### config.mk
export PLATFORM = sky130hd
export DESIGN_NAME = output_gain_stage
export DESIGN_NICKNAME = d
export VERILOG_FILES = /design/src/rtl/output_gain_pkg.sv /design/src/rtl/gain_ramp.sv /design/src/rtl/output_gain_stage.sv
export SDC_FILE = /design/constraint.sdc
export NUM_CORES = 1
export LEC_CHECK = 0
export BUFFER_PORTS_ARGS = -buffer_cell sky130_fd_sc_hd__buf_2
export CAP_MARGIN = 20
export CORE_UTILIZATION = 50
export CTS_BUF_LIST = sky130_fd_sc_hd__clkbuf_8
export DETAILED_ROUTE_END_ITERATION = 10
export PLACE_DENSITY_LB_ADDON = 0.1
export SETUP_SLACK_MARGIN = 0.5
export SLEW_MARGIN = 10
export SYNTH_ARGS = -nofsm -noshare
export SYNTH_HDL_FRONTEND = slang
export SYNTH_HIERARCHICAL = 1
export SYNTH_SLANG_ARGS = --single-unit
### constraint.sdc
create_clock -name clk -period 12.3 [get_ports clk]
set_input_delay 0.615 -clock clk [delete_from_list [all_inputs] [get_ports clk]]
set_output_delay 0.615 -clock clk [all_outputs]
set_load 0.01 [all_outputs]
### src/rtl/output_gain_pkg.sv
// -----------------------------------------------------------------------------
// output_gain_pkg
//   Shared types and constants for the output gain stage.
//   - ramp_state_e : gain-ramp FSM states (RUN, FADE_OUT, MUTED, FADE_IN)
//   - GAIN_W       : width of a gain code (0..31, effective gain = code/16)
//   - GAIN_UNITY   : gain code for unity gain
//   - PROD_W       : width of the signed sample x gain product
//   - SAMPLE_MAX / SAMPLE_MIN : saturation limits of a 16-bit signed sample
// -----------------------------------------------------------------------------
package output_gain_pkg;

  localparam int SAMPLE_W   = 16;
  localparam int GAIN_W     = 5;
  localparam int GAIN_UNITY = 16;
  localparam int PROD_W     = 22;
  localparam int FRAC_BITS  = 4;   // gain code is Q1.4: code/16

  localparam logic signed [SAMPLE_W-1:0] SAMPLE_MAX = 16'sh7FFF;
  localparam logic signed [SAMPLE_W-1:0] SAMPLE_MIN = 16'sh8000;

  typedef enum logic [1:0] {
    RUN      = 2'd0,
    FADE_OUT = 2'd1,
    MUTED    = 2'd2,
    FADE_IN  = 2'd3
  } ramp_state_e;

endpackage

### src/rtl/gain_ramp.sv
// -----------------------------------------------------------------------------
// gain_ramp
//   Owns the applied gain code. In RUN the gain walks one code toward the
//   requested target every STEP_SAMPLES input samples; a mute toggle fades the
//   gain down to zero (one code per sample), and a second toggle fades it back
//   up to the live target before returning to RUN.
//
//   Parameters
//     STEP_SAMPLES : input samples per gain step in RUN (1..1024)
//     RESET_GAIN   : gain code loaded at reset
//   Ports
//     clk          : clock, rising edge
//     reset        : synchronous, active-high
//     in_ready     : one-cycle sample strobe (one ramp tick per strobe)
//     target_gain  : requested gain code
//     mute_toggle  : one-cycle mute/unmute request
//     gain_now     : gain code currently applied
//     muted        : high only in MUTED
// -----------------------------------------------------------------------------
module gain_ramp
  import output_gain_pkg::*;
#(
  parameter int STEP_SAMPLES = 64,
  parameter int RESET_GAIN   = GAIN_UNITY
) (
  input  logic              clk,
  input  logic              reset,
  input  logic              in_ready,
  input  logic [GAIN_W-1:0] target_gain,
  input  logic              mute_toggle,
  output logic [GAIN_W-1:0] gain_now,
  output logic              muted
);

  localparam int CNT_W = (STEP_SAMPLES > 1) ? $clog2(STEP_SAMPLES) : 1;
  localparam logic [CNT_W-1:0]  CNT_LAST = CNT_W'(STEP_SAMPLES - 1);
  localparam logic [CNT_W-1:0]  CNT_ONE  = CNT_W'(1);
  localparam logic [GAIN_W-1:0] GAIN_ONE = GAIN_W'(1);
  localparam logic [GAIN_W-1:0] GAIN_RST = GAIN_W'(RESET_GAIN);

  ramp_state_e       state, state_next, eff_state;
  logic [CNT_W-1:0]  cnt, cnt_next;
  logic [GAIN_W-1:0] gain, gain_next;
  logic [GAIN_W-1:0] toward;

  // One code toward the live target, or unchanged when already there.
  always_comb begin
    if (gain < target_gain)      toward = gain + GAIN_ONE;
    else if (gain > target_gain) toward = gain - GAIN_ONE;
    else                         toward = gain;
  end

  // A toggle takes effect in the same cycle: the gain step of a coincident
  // sample strobe is governed by the state the toggle leads to.
  always_comb begin
    // NOTE: every output of this block is assigned a default first, so no
    // path leaves a variable unassigned and no latch is inferred.
    eff_state  = state;
    state_next = state;
    gain_next  = gain;
    cnt_next   = cnt;

    if (mute_toggle) begin
      case (state)
        RUN:      eff_state = FADE_OUT;
        FADE_OUT: eff_state = FADE_IN;
        MUTED:    eff_state = FADE_IN;
        FADE_IN:  eff_state = FADE_OUT;
        default:  eff_state = state;
      endcase
    end
    state_next = eff_state;

    case (eff_state)
      RUN: begin
        if (in_ready) begin
          if (cnt == CNT_LAST) begin
            cnt_next  = '0;
            gain_next = toward;
          end else begin
            cnt_next  = cnt + CNT_ONE;
          end
        end
      end
      FADE_OUT: begin
        if (in_ready && (gain != '0)) gain_next = gain - GAIN_ONE;
        // Leaves as soon as zero is reached, or at once if already zero.
        if (gain_next == '0) state_next = MUTED;
      end
      MUTED: begin
        gain_next = '0;
      end
      FADE_IN: begin
        if (in_ready) gain_next = toward;
        if (gain_next == target_gain) begin
          state_next = RUN;
          cnt_next   = '0;
        end
      end
      default: state_next = RUN;
    endcase
  end

  // NOTE: sequential state uses non-blocking assignments so every register
  // samples the pre-edge values regardless of statement order.
  always_ff @(posedge clk) begin
    if (reset) begin
      state <= RUN;
      gain  <= GAIN_RST;
      cnt   <= '0;
    end else begin
      state <= state_next;
      gain  <= gain_next;
      cnt   <= cnt_next;
    end
  end

  assign gain_now = gain;
  assign muted    = (state == MUTED);

endmodule

### src/rtl/output_gain_stage.sv
// -----------------------------------------------------------------------------
// output_gain_stage
//   Two-stage pipelined volume stage between the echo stage and the codec.
//   Stage 1 registers sample x gain (22-bit signed); stage 2 scales by 1/16
//   (arithmetic shift, floor) and saturates to 16 bits. Latency is fixed at two
//   cycles from in_ready to out_ready; a new sample may arrive every cycle.
//   Gain ramping and mute fading live in gain_ramp.
//
//   Build option
//     OUTPUT_GAIN_CLIP_CNT_EN : when defined, clip_count counts saturated
//                               output samples (sticks at 0xFFFF); otherwise
//                               clip_count is tied to zero.
//
//   Parameters
//     STEP_SAMPLES : input samples per gain step in RUN (1..1024)
//     RESET_GAIN   : gain code loaded at reset (16 = unity)
//   Ports
//     clk          : clock, rising edge
//     reset        : synchronous, active-high; drops in-flight samples
//     sample_in    : signed PCM sample, valid with in_ready
//     in_ready     : one-cycle input strobe
//     target_gain  : requested gain code 0..31 (rotary encoder)
//     mute_toggle  : one-cycle mute/unmute pulse
//     out          : signed gained sample, held between strobes
//     out_ready    : one-cycle output strobe
//     gain_now     : gain code currently applied
//     muted        : high only while fully muted
//     clip_count   : number of saturated output samples
// -----------------------------------------------------------------------------
module output_gain_stage
  import output_gain_pkg::*;
#(
  parameter int STEP_SAMPLES = 64,
  parameter int RESET_GAIN   = GAIN_UNITY
) (
  input  logic                       clk,
  input  logic                       reset,
  input  logic signed [SAMPLE_W-1:0] sample_in,
  input  logic                       in_ready,
  input  logic        [GAIN_W-1:0]   target_gain,
  input  logic                       mute_toggle,
  output logic signed [SAMPLE_W-1:0] out,
  output logic                       out_ready,
  output logic        [GAIN_W-1:0]   gain_now,
  output logic                       muted,
  output logic        [15:0]         clip_count
);

  localparam logic signed [PROD_W-1:0] PROD_MAX = PROD_W'(SAMPLE_MAX);
  localparam logic signed [PROD_W-1:0] PROD_MIN = PROD_W'(SAMPLE_MIN);

  gain_ramp #(
    .STEP_SAMPLES (STEP_SAMPLES),
    .RESET_GAIN   (RESET_GAIN)
  ) u_gain_ramp (
    .clk         (clk),
    .reset       (reset),
    .in_ready    (in_ready),
    .target_gain (target_gain),
    .mute_toggle (mute_toggle),
    .gain_now    (gain_now),
    .muted       (muted)
  );

  logic                       valid1;
  logic signed [PROD_W-1:0]   prod;
  logic signed [PROD_W-1:0]   shifted;
  logic signed [SAMPLE_W-1:0] sat_val;

  // Stage 1: valid bit is reset so a reset drops whatever is in flight.
  always_ff @(posedge clk) begin
    if (reset) valid1 <= 1'b0;
    else       valid1 <= in_ready;
  end

  // NOTE: the product register carries no reset; it is only ever consumed
  // qualified by valid1, which is reset.
  always_ff @(posedge clk) begin
    if (in_ready)
      prod <= PROD_W'(sample_in) * PROD_W'($signed({1'b0, gain_now}));
  end

  // Stage 2: divide by 16 rounding toward minus infinity, then clamp.
  assign shifted = prod >>> FRAC_BITS;

  always_comb begin
    if (shifted > PROD_MAX)      sat_val = SAMPLE_MAX;
    else if (shifted < PROD_MIN) sat_val = SAMPLE_MIN;
    else                         sat_val = shifted[SAMPLE_W-1:0];
  end

  always_ff @(posedge clk) begin
    if (reset) begin
      out       <= '0;
      out_ready <= 1'b0;
    end else begin
      out_ready <= valid1;
      if (valid1) out <= sat_val;
    end
  end

`ifdef OUTPUT_GAIN_CLIP_CNT_EN
  logic        sat_hit;
  logic [15:0] clip_q;

  assign sat_hit = (shifted > PROD_MAX) || (shifted < PROD_MIN);

  always_ff @(posedge clk) begin
    if (reset) begin
      clip_q <= '0;
    end else if (valid1 && sat_hit && (clip_q != 16'hFFFF)) begin
      clip_q <= clip_q + 16'd1;
    end
  end

  assign clip_count = clip_q;
`else
  assign clip_count = '0;
`endif

endmodule
Word level (Yosys, flattened, before mapping)
Index checks and enable logic that the tools add are counted.
Operators by class
  $add $sub $neg: 3
  multiply operators: 1
  divide/modulo/power cells: 0
  magnitude comparators: 4
  eq/ne operators: 11
  shifts and indexed selects: 0
  mux-type cells: 20
  bitwise gates (word level): 0
  reductions and logical operators: 10
Operator list (number)
  $mux 5: 8
  $mux 16: 2
  $mul 16x6->22: 1
  $pmux 5 s4: 1
  $gt 18x16->1 const B: 1
  $lt 18x16->1 const B: 1
  $mux 6: 3
  $pmux 6 s2: 1
  $eq 2x2->1 const B: 4
  $pmux 2 s2: 2
  $add 6x1->6 const B: 1
  $eq 6x6->1 const B: 1
  $mux 2: 3
  $add 5x1->5 const B: 1
  $eq 5x5->1: 1
  $gt 5x5->1: 1
  $logic_not 5->1: 1
  $lt 5x5->1: 1
  $reduce_bool 5->1: 1
  $sub 5x1->5 const B: 1
  $eq 2x1->1 const B: 2
  $logic_not 2->1: 2
  $ne 2x1->1 const B: 2
  $reduce_or 2->1: 2
  5 further kinds: 5
Word-level totals
  register bits: 53
  bits in latches: 0
  bits in writable memories: 0
  bits in read-only memories: 0
  input port bits: 25
  word-level logic and storage cells: 56
  memories: 0

Longest topological paths before layout
Gate-level depths: netlist of run 1.
  word-level depth: 9
  depth in mapped cells: 16
  depth with buffers taken out: 14

Cells and area by module
Netlist of run 1, hierarchy kept.
Modules (own cells, without submodules)
  output_gain_stage: times used 1, cells an instance 475, area an instance 4300.4 µm²
  gain_ramp: times used 1, cells an instance 207, area an instance 1606.5 µm²

Worst setup path before layout of run 1
OpenSTA, ideal clock, no wires.
  path kind: reg-to-reg
  start: register u_gain_ramp.gain[2] (netlist: u_gain_ramp/gain_now[2])
  end: register prod[18] (data pin)
  arrival time: 3.817 ns
  required time: 12.040 ns
  setup slack: 8.223 ns
  cell stages (with the launch flop): 15
  buffers on the path: 1
  cells stage by stage: dfxtp_1 -> clkbuf_1 -> and2_1 -> fa_1 -> fa_1 -> inv_1 -> fa_1 -> inv_1 -> ha_1 -> a211o_1 -> o221a_1 -> o211ai_2 -> a31oi_2 -> a31oi_1 -> xnor2_1
Between the ends
  word-level cells in the longest chain between the ends: 1
RTL lines
  from (decl): RTL line gain_ramp.sv:43  | logic [GAIN_W-1:0] gain, gain_next;
  from (signal assigned): RTL line gain_ramp.sv:113  | gain <= gain_next;
  $mul 16x6->22: RTL line output_gain_stage.sv:80  | prod <= PROD_W'(sample_in) * PROD_W'($signed({1'b0, gain_now}));
  to (signal assigned): RTL line output_gain_stage.sv:80
  to (decl): RTL line output_gain_stage.sv:66  | logic signed [PROD_W-1:0] prod;
Every way passes these cells.
A chain may end at the register's enable or synchronous reset.

Worst setup path in the final report of run 1
  start: register u_gain_ramp.gain[1] (netlist: u_gain_ramp/gain_now[1])
  end: register prod[19] (data pin)
Same word-level chain as after synthesis.

==> implementation parameters, run 1 <==
Parameter                              Value

Cells and area
  # diodes    0
  Final nets    approximately 840
  Signed area change from the synthesized netlist to the final layout    6.21%
  Fraction of final layout cells sized beyond drive strength 1    between 10% and 20%
  Fillers    1078
  Commonest cells after routing, fill and taps aside    sky130_fd_sc_hd__inv_1, sky130_fd_sc_hd__and2_1, sky130_fd_sc_hd__fa_1
  Most common cell after layout, fill and taps aside    sky130_fd_sc_hd__inv_1

Place
  Final RePlAce weighted congestion    slightly above 0.9
  Worst slack at placement    7800 ps
  Port Buf Inserts    47
  HPWL Detailed    between 9 and 10 mm

Route
  DR pass1 iterations    5
  Remaining number of nets flagged by the antenna check after routing    0
  Post-detailed-routing wire length    about 12 mm
  Per-cell via count in the routed design    approximately 5.4
  Average wire length per cell after detail routing    14.0 µm
  DRC violations left    0
  Count of routing violations after the opening detailed-route iteration    about 400
  Number of vias in the routed layout    between 4000 and 5000

Synth
  Simple-Gate Fraction of Synth Area    a little over a fifth
  Average instance area after synthesis    around 8.7 µm²
  Post-synth top flop    sky130_fd_sc_hd__dfxtp_1
  Adder-cell share of the synthesized area    between 20% and 30%
  Multiplexer area fraction after synthesis    0.339%
  Number of flops mapped to enable cells by yosys    18
  Dominant combinational cell family by area after synthesis    adder cells
  Synthesized area    between 5000 and 6000 µm²
  Number of storage elements in the synthesis netlist    49
  Register area share after synthesis    19.7%
  Gate count after technology mapping    682
  Yosys warning total    6
  Fraction of synthesized cell area in xor and xnor cells    4.45%
  Count of distinct cell types in the synthesized netlist    between 80 and 90
  Compound-Gate Fraction of Synth Area    between 15 and 20%
  Synth async-reset ratio    0%

Critical path
  R2R cell count    13
  Data required time of the critical path    12350 ps
  Critical Path Most Common Cell    sky130_fd_sc_hd__fa_1
  Slowest CP cell    sky130_fd_sc_hd__dfxtp_1
  Highest net fanout along the worst path    26
  Arrival @ worst endpoint    4590 ps
  Cell family with most CP delay    adder cells
  CP Buf/Inv Count    2
  Critical-path cell list    and2_1 > fa_1 > fa_1 > inv_1 > fa_1 > inv_1 > ha_1 > a21oi_1 > o22ai_2 > o41ai_4 > o31a_1 > a32oi_1 > xor2_1
  Sort of element at the end of the critical path    flop
  CP startpoint kind    flop
  Crit Path Class    reg -> reg
  Number of cells on the critical path    13
  Highest cell delay on the worst timing path    about 900 ps

Global route
  Fraction of met1 tracks used by global routing    between 30% and 40%
  Total gr overflow    0
  Number of antenna violations at the first check in global routing    0
  Combined global-route utilization of all metal layers    between 20% and 30%
  Maximum number of pins on one net before global-route repair    38
  Global-route wire length before repair    roughly 21 mm
  Number of global-route vias before repair    ~4500
  Busiest metal layer after global routing    met2
  Grt met2 use    31.6%
  Fraction of met3 tracks used by global routing    1.75%

Timing
  Crit path time final    4540 ps
  Fin. Hold Viols    0
  Max Transition Viols Final    0
  Worst-case headroom to the max-slew limit    ~42%
  Setup_tns    0 ps
  Transition time at the pin with the least slew margin    875 ps
  Achievable clock frequency    about 0.22 GHz
  # setup viols final    0
  Share of the cycle needed by the critical path after routing    between 30% and 40%
  Unrepaired setup endpoints after global routing    false
  Setup ws final    around 7800 ps
  Worst-case clock skew    between 10 and 15 ps

Worst hold path
  Hold Path Stages    2
  Type of the most critical hold path    reg -> reg

Power
  Static leakage    2.90 nW
  Cell Pwr Density    168 nW/µm²
  Pwr Total    between 0.001 and 0.0015 W
  Worst-case vdd ir drop    just over 0.1 mV

Clocking
  Total of hold buffers inserted after clock tree synthesis    0
  CTS HTree Levels    2
  Clock input transition at the sequential cells of the worst setup and hold paths    approximately 100 ps
  Cells resized by post-CTS repair    0
  Clock tree from TritonCTS    built
  Clock tree sinks    a little under 50
  Clk Latency, worst-skew pair    a little over 300 ps
  Longest Clk Path Bufs    2
  Number of buffers created by CTS    5
  Number of setup buffers added after CTS    0
  Clock root buffer    sky130_fd_sc_hd__clkbuf_8

Die
  Starting Density    roughly half
  Die Height    between 100 and 150 µm
  Floorplan row count    39
  IO Pins    between 60 and 70
  Die Outline Area    about 12000 µm²
  Horizontal extent of the die    111 µm
  Floorplan Core Area    around 11000 µm²

Run
  MaxCap Viol Count    0

Run status
  Status    completed
Yosys cell counts, types with 3 or more instances:
cell,number,area (µm²)
sky130_fd_sc_hd__a211oi_1,9,67.6
sky130_fd_sc_hd__edfxtp_1,18,541
sky130_fd_sc_hd__xor2_1,12,105
sky130_fd_sc_hd__a21o_1,3,22.5
sky130_fd_sc_hd__a21oi_1,46,230
sky130_fd_sc_hd__and3_1,3,18.8
sky130_fd_sc_hd__nor3_1,6,30.0
sky130_fd_sc_hd__clkbuf_1,18,67.6
sky130_fd_sc_hd__or3_1,3,18.8
sky130_fd_sc_hd__ha_1,48,601
sky130_fd_sc_hd__fa_1,49,981
sky130_fd_sc_hd__a31oi_1,3,18.8
sky130_fd_sc_hd__a211o_1,3,26.3
sky130_fd_sc_hd__inv_1,98,368
sky130_fd_sc_hd__o21bai_1,6,45.0
sky130_fd_sc_hd__buf_4,16,120
sky130_fd_sc_hd__o21ai_1,8,40.0
sky130_fd_sc_hd__nor2_1,33,124
sky130_fd_sc_hd__dfxtp_1,31,621
sky130_fd_sc_hd__nand2_1,38,143
sky130_fd_sc_hd__o31ai_1,3,22.5
sky130_fd_sc_hd__a311oi_1,3,26.3
sky130_fd_sc_hd__nand3_1,11,55.1
sky130_fd_sc_hd__nor2b_1,4,25.0
sky130_fd_sc_hd__o21ai_0,28,140
sky130_fd_sc_hd__nand2b_1,16,100
sky130_fd_sc_hd__nand4_1,5,31.3
sky130_fd_sc_hd__xnor2_1,18,158
sky130_fd_sc_hd__nand3b_1,6,45.0
sky130_fd_sc_hd__and2_1,73,457
sky130_fd_sc_hd__buf_2,3,15.0
area by class of cell:
class	instances	area, µm²	share of cell area [%]
sequential	49	1160	18.5
clock inverter	3	25.0	0.399
clock buffer	5	68.8	1.10
timing repair buffer	52	270	4.31
multi-input combinational	509	4200	67.0
tap	143	179	2.85
inverter	98	368	5.86
stage by stage:
| stage | hold WS, ps | utilization, % | cells | cell area (µm²) |
|---|---|---|---|---|
| CTS | 472 | 54.7 | 858 | 6270 |
| detailed placement | 457 | 53.8 | 850 | 6170 |
| floorplan | 486 | - | 697 | 5960 |
| finish | 470 | 54.7 | 859 | 6270 |
| global placement | 452 | 53.8 | 850 | 6170 |
| global route | 494 | 54.7 | 859 | 6270 |
worst reg2reg max path: stages (launching register included):
cell and delay (ps):
sky130_fd_sc_hd__dfxtp_1 900, sky130_fd_sc_hd__and2_1 270, sky130_fd_sc_hd__fa_1 440, sky130_fd_sc_hd__fa_1 490
sky130_fd_sc_hd__inv_1 50, sky130_fd_sc_hd__fa_1 530, sky130_fd_sc_hd__inv_1 40, sky130_fd_sc_hd__ha_1 370
sky130_fd_sc_hd__a21oi_1 190, sky130_fd_sc_hd__o22ai_2 130, sky130_fd_sc_hd__o41ai_4 360, sky130_fd_sc_hd__o31a_1 210
sky130_fd_sc_hd__a32oi_1 130, sky130_fd_sc_hd__xor2_1 160
final timing paths:
check,slack (ps),start,end
hold / removal,470,out[9]$_SDFFE_PP0P_,out[9]$_SDFFE_PP0P_
setup / recovery,7760,u_gain_ramp/gain_now[1]$_SDFFE_PP0P_,prod[19]$_DFFE_PP_
hold reg to reg,470,out[9]$_SDFFE_PP0P_,out[9]$_SDFFE_PP0P_
setup reg to reg,7760,u_gain_ramp/gain_now[1]$_SDFFE_PP0P_,prod[19]$_DFFE_PP_
registers in the layout, summed over array words and instances, names as in the netlist:
signal	count
prod	18
out	16
u_gain_ramp/cnt	6
u_gain_ramp/gain_now	5
u_gain_ramp/state	2
out_ready	1
valid1	1
cell families after synthesis:
group | after synthesis
xor+xnor | 30
simple gates | 217
mux | 2
fa+ha+maj | 97
other cells | 1
buf+inv | 139
compound gates | 147
flops | 49
where the power goes:
group          switching [W]  internal [W]   total, W
Sequential         0.0000239      0.000237   0.000261
Clock              0.0000574     0.0000416  0.0000990
Combinational       0.000414      0.000283   0.000697
metal layers:
metal	share of wire [%]	vias to the layer above
li1	-	2309
met1	52	2166
met2	42	129
met3	4.5	7
met4	0.91	0
met5	0	-
No activity file was read; power rests on OpenSTA's default activity.
==> inputs of run 2 (changes only) <==
==> constraint.sdc (replaced) <==
create_clock -name clk -period 4.02 [get_ports clk]
set_input_delay 0.201 -clock clk [delete_from_list [all_inputs] [get_ports clk]]
set_output_delay 0.201 -clock clk [all_outputs]
set_load 0.01 [all_outputs]
==> run 2 against run 1 <==
Against the previous run: total power increased to 3.7 times the previous value; non-clock buffer count rose by 31; die area unchanged; via count is 3.3% higher; register-to-register slack worse by 7600 ps; sequential cell count is the same; sequential share of layout area fell by 1.4 points; fmax grew 18%; critical endpoint is now prod[20]$_DFFE_PP_; largest cell class unchanged; largest power group unchanged; highest routed layer is now met5.
==> implementation parameters, run 2 (same netlist as run 1, synthesis figures left out) <==
Parameter                              Value

Run status
  Status    completed

Timing
  Setup_tns    0 ps (unchanged)
  Crit path time final    3860 ps (-676 ps)
  Worst-case headroom to the max-slew limit    50.5% (+8.9 points)
  Achievable clock frequency    0.259 GHz (+18%)
  # setup viols final    0 (unchanged)
  Fin. Hold Viols    0 (unchanged)
  Unrepaired setup endpoints after global routing    true
  Setup ws final    157 ps (-7600 ps)
  Worst-case clock skew    9.21 ps (-1.93 ps)
  Transition time at the pin with the least slew margin    732 ps (-143 ps)
  Share of the cycle needed by the critical path after routing    96.1% (+59 points)
  Max Transition Viols Final    0 (unchanged)

Place
  Placement Cell Area    6300 µm² (+2.1%)
  Final RePlAce weighted congestion    0.871 (-4.3%)
  Worst slack at placement    47.6 ps (-7760 ps)
  Port Buf Inserts    47 (unchanged)
  HPWL Detailed    9.92 mm (+4.0%)

Die
  Die Outline Area    12300 µm² (unchanged)
  Starting Density    51.5% (unchanged)
  Floorplan Core Area    11500 µm² (unchanged)
  IO Pins    64 (unchanged)
  Horizontal extent of the die    111 µm (unchanged)
  Die Height    111 µm (unchanged)
  Floorplan row count    39 (unchanged)

Power
  Static leakage    3.09 nW (+6.6%)
  Worst-case vdd ir drop    0.286 mV (+180%)
  Switching power summed over all nets    0.00179 W (+260%)
  Clock share of power    7.9% (-1.5 points)
  Share of total power in sequential cells    20.6% (-4.1 points)
  Internal power    0.00212 W (+280%)
  Cell Pwr Density    568 nW/µm² (+240%)
  Gate power share    71.5% (+5.6 points)
  Switching Fraction    45.7% (-1.1 points)
  Pwr Total    0.00391 W (+270%)

Route
  Count of routing violations after the opening detailed-route iteration    199 (-50%)
  Post-detailed-routing wire length    13.3 mm (+11%)
  Met3 routed WL    568 µm (+4.4%)
  Per-cell via count in the routed design    5.35 (-0.34%)
  Met1 wire length    5.72 mm (-9.2%)
  Number of vias in the routed layout    4761 (+3.3%)
  DR top layer    met5
  DR pass1 iterations    5 (unchanged)
  Average wire length per cell after detail routing    15.0 µm (+7.0%)
  DRC violations left    0 (unchanged)
  Remaining number of nets flagged by the antenna check after routing    0 (unchanged)
  Metal2 WL    6.65 mm (+32%)

Global route
  Global-route wire length before repair    22.2 mm (+4.2%)
  Number of global-route vias before repair    4790 (+6.3%)
  Number of antenna violations at the first check in global routing    1 (+1)
  Maximum number of pins on one net before global-route repair    38 (unchanged)
  Total gr overflow    0 (unchanged)
  Combined global-route utilization of all metal layers    22.0% (+1.4 points)

Critical path
  Cell family with most CP delay    adder cells
  Data required time of the critical path    4090 ps (-8260 ps)
  Highest cell delay on the worst timing path    490 ps (-410 ps)
  Slowest CP cell    sky130_fd_sc_hd__fa_1
  Sort of element at the end of the critical path    flop
  Critical-path cell list    buf_6 > and2_4 > fa_1 > fa_1 > inv_1 > fa_1 > inv_2 > ha_4 > a211o_1 > o221a_4 > o211ai_2 > a31oi_4 > buf_6 > nor3b_2 > a311oi_1
  Critical Path Most Common Cell    sky130_fd_sc_hd__fa_1
  Highest net fanout along the worst path    6 (-77%)
  Crit Path Class    reg -> reg
  CP startpoint kind    flop
  Arrival @ worst endpoint    3940 ps (-650 ps)
  CP Buf/Inv Count    4 (+2)

Clocking
  Clock tree from TritonCTS    built
  Clock tree sinks    49 (unchanged)
  Number of buffers created by CTS    5 (unchanged)
  Clock root buffer    sky130_fd_sc_hd__clkbuf_8
  CTS HTree Levels    2 (unchanged)
  Longest Clk Path Bufs    2 (unchanged)
  Clock input transition at the sequential cells of the worst setup and hold paths    100 ps (about the same)
  Clk Latency, worst-skew pair    320 ps (about the same)

Cells and area
  Fillers    1036 (-3.9%)
  Signed area change from the synthesized netlist to the final layout    16.6%
  Top Registers    prod: 18 flops, out: 16 flops, u_gain_ramp/cnt: 6 flops
  Commonest cells after routing, fill and taps aside    sky130_fd_sc_hd__inv_1, sky130_fd_sc_hd__and2_1, sky130_fd_sc_hd__buf_2
  Final non-filler cell area    6890 µm² (+9.8%)
  # diodes    0 (unchanged)
  Fraction of final layout cells sized beyond drive strength 1    22.9% (+11 points)
  Top register by number of flip-flops    prod
  Final nets    868 (+3.7%)
  Flip-flop count of the largest register, all copies and words added    18 (unchanged)
  Most common cell after layout, fill and taps aside    sky130_fd_sc_hd__inv_1

Worst hold path
  Type of the most critical hold path    in -> reg

Run
  MaxCap Viol Count    0 (unchanged)
## run 2: layout make-up
cell class | instances | area [µm²] | share of cell area (%)
multi-input cells | 509 | 4540 | 65.8
flip-flops and latches | 49 | 1180 | 17.1
repair buffers | 83 | 533 | 7.74
inverters | 98 | 368 | 5.34
well taps | 143 | 179 | 2.60
clock buffers | 5 | 68.8 | 0.999
clock inverters | 3 | 26.3 | 0.381
## run 2: worst paths after layout
kind	start	end	slack, ps	cells after the start
min	mute_toggle	u_gain_ramp/state[1]$_SDFF_PP0_	320	3
min reg2reg	out[7]$_SDFFE_PP0P_	out[7]$_SDFFE_PP0P_	470	2
max reg2reg	u_gain_ramp/gain_now[2]$_SDFFE_PP0P_	prod[20]$_DFFE_PP_	160	15
max	u_gain_ramp/gain_now[2]$_SDFFE_PP0P_	prod[20]$_DFFE_PP_	160	15
## run 2: worst reg2reg max path: cells and delay by family (launching register included)
family | cells | cell delay, ps
adders and majority gates | 4 | 1650
AOI/OAI and AO/OA | 5 | 930
DFF | 1 | 380
buffers and inverters | 4 | 360
and+or+nand+nor | 2 | 300
## run 2: what timing repair did
action                                  4_1_cts  5_1_grt
hold endpoints to repair                      0        0
buffers inserted                             17       10
resized for setup                            37       28
endpoints found under the setup margin       13       21
pin swaps                                    27       34
hold buffers                                  0        0
## run 2: metal layers
layer / up-vias / GRT usage (%)
met3: 29 / 3.77
li1: 2374 / -
met1: 2254 / 26.2
met5: - / 0
met4: 2 / 7.38
met2: 102 / 39.8
## run 2: power by group through the flow
| stage | clock [W] | combinational (W) | sequential (W) |
|---|---|---|---|
| final | 0.000310 | 0.00280 | 0.000805 |
| after global routing | 0.000337 | 0.00312 | 0.000826 |
| after CTS | 0.000319 | 0.00255 | 0.000806 |
| after detailed placement | 0 | 0.00221 | 0.000838 |
| after global placement | 0 | 0.00217 | 0.000836 |
| after floorplan | 0 | 0.00178 | 0.000816 |
## run 2: stage by stage
stage	hold slack, ps	instances	util [%]
3_3_place_gp	451	854	54.9
5_1_grt	344	890	60.1
4_1_cts	322	880	58.6
2_1_floorplan	313	697	-
6_report	321	890	60.1
3_5_place_dp	456	855	55.0
